===== src/rtl/rom_port_pkg.sv =====
// rom_port_pkg: shared state type, width defaults and
// word-to-halfword address mapping for the ROM responder.
package rom_port_pkg;

    localparam int ADDR_W_DEF = 20;
    localparam int SDR_AW_DEF = 24;

    typedef enum logic [1:0] {
        IDLE,
        RD_HI,
        RD_LO
    } rom_state_t;

    // High-half SDRAM address of a 32-bit word index.
    function automatic logic [31:0] word_to_half(
        input logic [31:0] base,
        input logic [31:0] widx
    );
        return base + (widx << 1);
    endfunction

endpackage


===== src/rtl/tile_rom_responder.sv =====
// tile_rom_responder: serves 32-bit ROM words to the cache
// by issuing two 16-bit SDRAM reads, big-endian assembled.
module tile_rom_responder
    import rom_port_pkg::*;
#(
    parameter int                ADDR_W = ADDR_W_DEF,
    parameter int                SDR_AW = SDR_AW_DEF,
    parameter logic [SDR_AW-1:0] BASE   = '0
) (
    input  logic              clk,
    input  logic              reset_n,
    input  logic              rom_req,
    input  logic [ADDR_W-1:0] rom_addr,
    output logic [31:0]       rom_data,
    output logic              rom_valid,
    output logic              sdr_req,
    output logic [SDR_AW-1:0] sdr_addr,
    input  logic              sdr_ack,
    input  logic [15:0]       sdr_data
);

    rom_state_t        r_state;
    logic [ADDR_W-1:0] r_cur_addr;
    logic [15:0]       r_hi;
    logic              r_have;
    logic [31:0]       r_rom_data;
    logic              r_rom_valid;
    logic              r_sdr_req;
    logic [SDR_AW-1:0] r_sdr_addr;

    rom_state_t        w_state_nx;
    logic [ADDR_W-1:0] w_cur_nx;
    logic [15:0]       w_hi_nx;
    logic              w_have_nx;
    logic [31:0]       w_data_nx;
    logic              w_valid_nx;
    logic              w_req_nx;
    logic [SDR_AW-1:0] w_saddr_nx;
    logic              w_match;
    logic              w_new_req;
    logic [SDR_AW-1:0] w_hi_addr;

    assign w_match   = rom_req && (rom_addr == r_cur_addr);
    assign w_new_req = rom_req && (!r_have || (rom_addr != r_cur_addr));
    assign w_hi_addr = SDR_AW'(word_to_half(32'(BASE), 32'(rom_addr)));

    // Next-state and next-register values; fetches are never
    // aborted, so a dropped or changed request only blocks valid.
    always_comb begin
        w_state_nx = r_state;
        w_cur_nx   = r_cur_addr;
        w_hi_nx    = r_hi;
        w_have_nx  = r_have;
        w_data_nx  = r_rom_data;
        w_req_nx   = r_sdr_req;
        w_saddr_nx = r_sdr_addr;
        w_valid_nx = (r_state == IDLE) && r_have && w_match;
        unique case (r_state)
            IDLE: begin
                if (w_new_req) begin
                    w_cur_nx   = rom_addr;
                    w_have_nx  = 1'b0;
                    w_valid_nx = 1'b0;
                    w_req_nx   = 1'b1;
                    w_saddr_nx = w_hi_addr;
                    w_state_nx = RD_HI;
                end
            end
            RD_HI: begin
                if (sdr_ack) begin
                    w_hi_nx    = sdr_data;
                    w_saddr_nx = r_sdr_addr + SDR_AW'(1);
                    w_state_nx = RD_LO;
                end
            end
            RD_LO: begin
                if (sdr_ack) begin
                    w_data_nx  = {r_hi, sdr_data};
                    w_req_nx   = 1'b0;
                    w_have_nx  = 1'b1;
                    w_valid_nx = w_match;
                    w_state_nx = IDLE;
                end
            end
            default: begin
                w_state_nx = IDLE;
            end
        endcase
    end

    // State and datapath registers, cleared asynchronously.
    always_ff @(posedge clk or negedge reset_n) begin
        if (!reset_n) begin
            r_state     <= IDLE;
            r_cur_addr  <= '0;
            r_hi        <= '0;
            r_have      <= 1'b0;
            r_rom_data  <= '0;
            r_rom_valid <= 1'b0;
            r_sdr_req   <= 1'b0;
            r_sdr_addr  <= '0;
        end else begin
            r_state     <= w_state_nx;
            r_cur_addr  <= w_cur_nx;
            r_hi        <= w_hi_nx;
            r_have      <= w_have_nx;
            r_rom_data  <= w_data_nx;
            r_rom_valid <= w_valid_nx;
            r_sdr_req   <= w_req_nx;
            r_sdr_addr  <= w_saddr_nx;
        end
    end

    assign rom_data  = r_rom_data;
    assign rom_valid = r_rom_valid;
    assign sdr_req   = r_sdr_req;
    assign sdr_addr  = r_sdr_addr;

endmodule


===== config.mk =====
export PLATFORM = sky130hd
export DESIGN_NAME = tile_rom_responder
export DESIGN_NICKNAME = d
export VERILOG_FILES = /design/src/rtl/rom_port_pkg.sv /design/src/rtl/tile_rom_responder.sv
export SDC_FILE = /design/constraint.sdc
export NUM_CORES = 1
export LEC_CHECK = 0
export ABC_CLOCK_PERIOD_IN_PS = 3500
export CORE_UTILIZATION = 30
export CTS_CLUSTER_SIZE = 30
export DETAILED_ROUTE_END_ITERATION = 12
export GPL_TIMING_DRIVEN = 0
export RECOVER_POWER = 50
export SYNTH_ARGS = -nofsm -noshare
export SYNTH_HDL_FRONTEND = slang
export SYNTH_SLANG_ARGS = --single-unit

===== constraint.sdc =====
create_clock -name clk -period 3.5 [get_ports clk]
set_clock_uncertainty 0.15 [all_clocks]
set_input_delay 0.35 -clock clk [delete_from_list [all_inputs] [get_ports clk]]
set_output_delay 0.35 -clock clk [all_outputs]
set_load 0.1 [all_outputs]

After elaboration in Yosys (flattened, before gate mapping). Index checks and enable logic that the tools add are counted.

Add/subtract/negate cells: 1. Equality and inequality tests: 7. Muxes and demuxes: 16. Reduce and logical (&&, ||, !) cells: 15.

Operators by type and width (number): 24-bit two-way mux (2); 24-bit case mux with 2 select lines (1); 24-bit by 1-bit adder with 24-bit output, second input constant (1); 20-bit == test (1); 20-bit != test (1); 3-bit AND reduction (3); 1-bit two-way mux (6); 2-bit two-way mux (3); 2-bit != test, second input constant (3); 1-bit case mux with 2 select lines (3); 2-bit case mux with 3 select lines (1); 2-bit AND reduction (3); 1-bit logical AND (4); 2-bit nonzero test (2); 2-bit by 1-bit == test with 1-bit output, second input constant (1); 2-bit == test, second input constant (1); 2-bit logical NOT (1); 1-bit logical NOT (1); 1-bit logical OR (1).

Bits in registers: 97. Output and inout bits: 58. Word-level logic and storage cells: 47.

Longest topological paths before layout.
Depth after elaboration: 5. Gate-level depth with buffers: 7.

Worst setup path after synthesis. No wires, ideal clock.

Kind: reg2reg. Start: register r_sdr_addr[0], in the netlist sdr_addr[0]. End: register r_sdr_addr[20], in the netlist sdr_addr[20]. Library setup time: 0.087 ns. Arrival time: 2.425 ns. Path slack: 0.838 ns. Stages on the path, launching flop included: 8. Path buffers: 1. Path through: dfrtp_1 ha_1 and4_1 buf_2 nand3_1 o31ai_1 a21oi_1 a22oi_1.

Cells in the longest elaborated chain, start to end: 3.

RTL lines: start: declaration (RTL line tile_rom_responder.sv:29) `logic [SDR_AW-1:0] r_sdr_addr;`; start signal: assignment (RTL line tile_rom_responder.sv:110) `r_sdr_addr <= w_saddr_nx;`; 24-bit by 1-bit adder with 24-bit output (RTL line tile_rom_responder.sv:72) `w_saddr_nx = r_sdr_addr + SDR_AW'(1);`; 24-bit two-way mux (RTL line tile_rom_responder.sv:70) `if (sdr_ack) begin`; 24-bit case mux with 2 select lines (RTL line tile_rom_responder.sv:58) `unique case (r_state)`.

Every way passes these cells. The select of a mux whose other input is x is not followed. A chain may end at the register's enable or synchronous reset.

Worst setup path in the final report.
Start: register r_sdr_addr[12], in the netlist sdr_addr[12]. End: output sdr_addr[12].

RTL lines: end: declaration (RTL line tile_rom_responder.sv:17) `output logic [SDR_AW-1:0] sdr_addr,`.

No word-level cell between the ends.

==> metrics.cfg <==
[synthesis]
synth_common_cells=97 x dfrtp_1, 76 x nand2_1, 20 x xor2_1
ys_seq_elements=97
synth_nets=468
ys_seq_area_share_pct=50.7
yosys.cell_count.top_type=dfrtp_1
ys.warnings.count=0
syn_area_um2=4790
synth_area_per_cell_um2=11.2
async_reset_ff_share_pct=100
synthCells=427
synth_edf_count=0
ys.flop_type=dfrtp_1
synth_top_area_cell=dfrtp_1
yosys.cell_types.count=60
synth.area.top_cells=dfrtp_1 51%, nand2_1 6.0%, mux2_4 5.0%
synth_top_area_share_pct=50.7

[critical_path]
critPathBufInv=1
critPathMaxStageDelay_ps=1200
cp.depth=1
crit_family=buffers and inverters
cp_max_fo=8
r2r.worst_path.cells=7
required_ps=3000
arrival_ps=2070
crit_path_end_kind=output port
crit_type=flop to output port
slowest_stage=clkdlybuf4s50_1
cp_cell_sequence=clkdlybuf4s50_1
start_kind=flop

[clock_tree]
clkTransAtPathRegs_ps=70
clkSinkCount=97
clk_latency_ps=350
cts_made_buffers=9
cts_tree=yes
cts_root_buf=clkbuf_16
clk_path_buf_depth=2
h-tree-depth=3
cts_resized=0

[timing]
setup_viol=0
slew_violations=30
max-slew-margin-rel_pct=-19.4
fmax_ghz=0.389
rsz0062_at_grt=false
tightest_slew_ps=1790
period_needed_ps=2570
setup_tns_ps=0
post-route-period-util_pct=73.5
hold_viol=0

[placed_design]
dpl.cell_count=736
dp_hpwl_um=9330
portBuffers=97
gp_congestion=0.845

[finish]
fin_nets=578
fill_cells=1484
drive_gt1_share_pct=13.3
syn_to_final_growth_pct=33.0
layout.cells.non_filler=754

[global_route]
grt_max_degree=69
grt_overflow=0
grt_pass1_wl_um=21100
grt_pass1_vias=3876
grtUsageTotal_pct=16.8
antenna_found_initial=1

[floorplan]
fp.dieW_um=128
coreArea_um2=15400
die_y_um=128
die_area_um2=16500
ioPinCount=98
start_util_pct=31.1
num_rows=45

[status]
outcome=complete, but fails checks
violations=max-capacitance violations, max-slew violations

[routing]
vias_per_cell=4.92
route.vias.total=3711
route.detailed.drc=0
first_iter_violations=248
first_pass_iters=4
totalWireLength_um=13000
drtAntennaViolNets=0
post_drt_wl_per_cell_um=17.3

[min_path]
whs_path_depth=2
hold_class=flop to flop

[run]
max-cap-violations=1

==> registers in the layout (all words and copies together) (netlist names) <==
| signal | cells |
|---|---|
| sdr_addr | 24 |
| r_have | 1 |
| r_state | 2 |
| rom_data | 32 |
| r_hi | 16 |
| r_cur_addr | 20 |
| rom_valid | 1 |
| sdr_req | 1 |
==> area by class of cell <==
cell class | instances | area (µm²) | area share, %
sequential | 97 | 2430 | 38.1
multi-input combinational | 296 | 2180 | 34.3
timing repair buffer | 99 | 1000 | 15.7
tap | 211 | 264 | 4.15
clock buffer | 10 | 229 | 3.60
buffer | 27 | 135 | 2.12
clock inverter | 6 | 97.6 | 1.53
inverter | 7 | 26.3 | 0.413
antenna | 1 | 2.50 | 0.0393
==> final timing paths <==
path,from,endpoint,slack (ps)
worst min-delay path,r_hi[10]$_DFFE_PN0P_,r_hi[10]$_DFFE_PN0P_,320
min in group asynchronous,reset_n,sdr_addr[6]$_DFFE_PN0P_,870
max in group asynchronous,reset_n,r_hi[9]$_DFFE_PN0P_,1260
worst max register to register,sdr_addr[0]$_DFFE_PN0P_,sdr_addr[20]$_DFFE_PN0P_,1120
worst max-delay path,sdr_addr[12]$_DFFE_PN0P_,sdr_addr[12],930
worst min register to register,r_hi[10]$_DFFE_PN0P_,r_hi[10]$_DFFE_PN0P_,320
==> repair_timing <==
item / 4_1_cts / 5_1_grt
hold buffers: 1 / 0
endpoints found under the hold margin: 29 / 0
setup buffers: 0 / 0
endpoints found under the setup margin: 0 / 0
==> cell usage in the layout, fill, tap and decap left out, types with 4 or more instances in the layout <==
master / instances
clkbuf_1: 18
buf_2: 5
nand3_1: 11
dfrtp_1: 97
a211oi_1: 4
a21oi_1: 15
xor2_1: 20
o21ai_0: 16
o22ai_1: 7
mux2_1: 18
clkdlybuf4s50_1: 94
nor2_1: 9
mux2_2: 18
a221oi_1: 4
inv_1: 7
mux2_4: 16
nand2_1: 76
clkbuf_16: 9
and4_1: 4
a22oi_1: 6
o211ai_1: 7
o21a_1: 5
nor4_1: 4
==> stage by stage <==
step	hold WS [ps]	area (µm²)	worst slack (ps)	util (%)
6_report	320	6360	926	41.4
5_1_grt	351	6360	798	41.4
4_1_cts	327	6380	916	41.5
3_5_place_dp	176	6050	837	39.3
3_3_place_gp	305	6020	-1810	39.2
2_1_floorplan	-95.6	4790	838	-
==> layer usage <==
metal  vias up  routed length [µm]  global-route usage (%)
li1       1753                   -                       -
met1      1823                5840                    21.2
met2       123                5930                    26.5
met3        12                1080                    6.59
met4         0                 157                    5.05
met5         -                   0                       0
==> kinds of logic (layout without fill, tap and decap cells) <==
group                      count (synthesis)  after routing  synth area share (%)
xor gates and xnor gates                  23             23                  4.21
AOI/OAI and AO/OA                         88             88                  13.5
other                                      0              1                     0
adders and majority gates                  1              1                 0.261
muxes                                     54             54                  13.9
DFF                                       97             97                  50.7
buffers and inverters                     34            149                  3.45
and+or+nand+nor                          130            130                  14.0
Power is left out: the tool's default activity adds up to more than one toggle a clock period on the data nets, which glitch-free logic cannot reach.
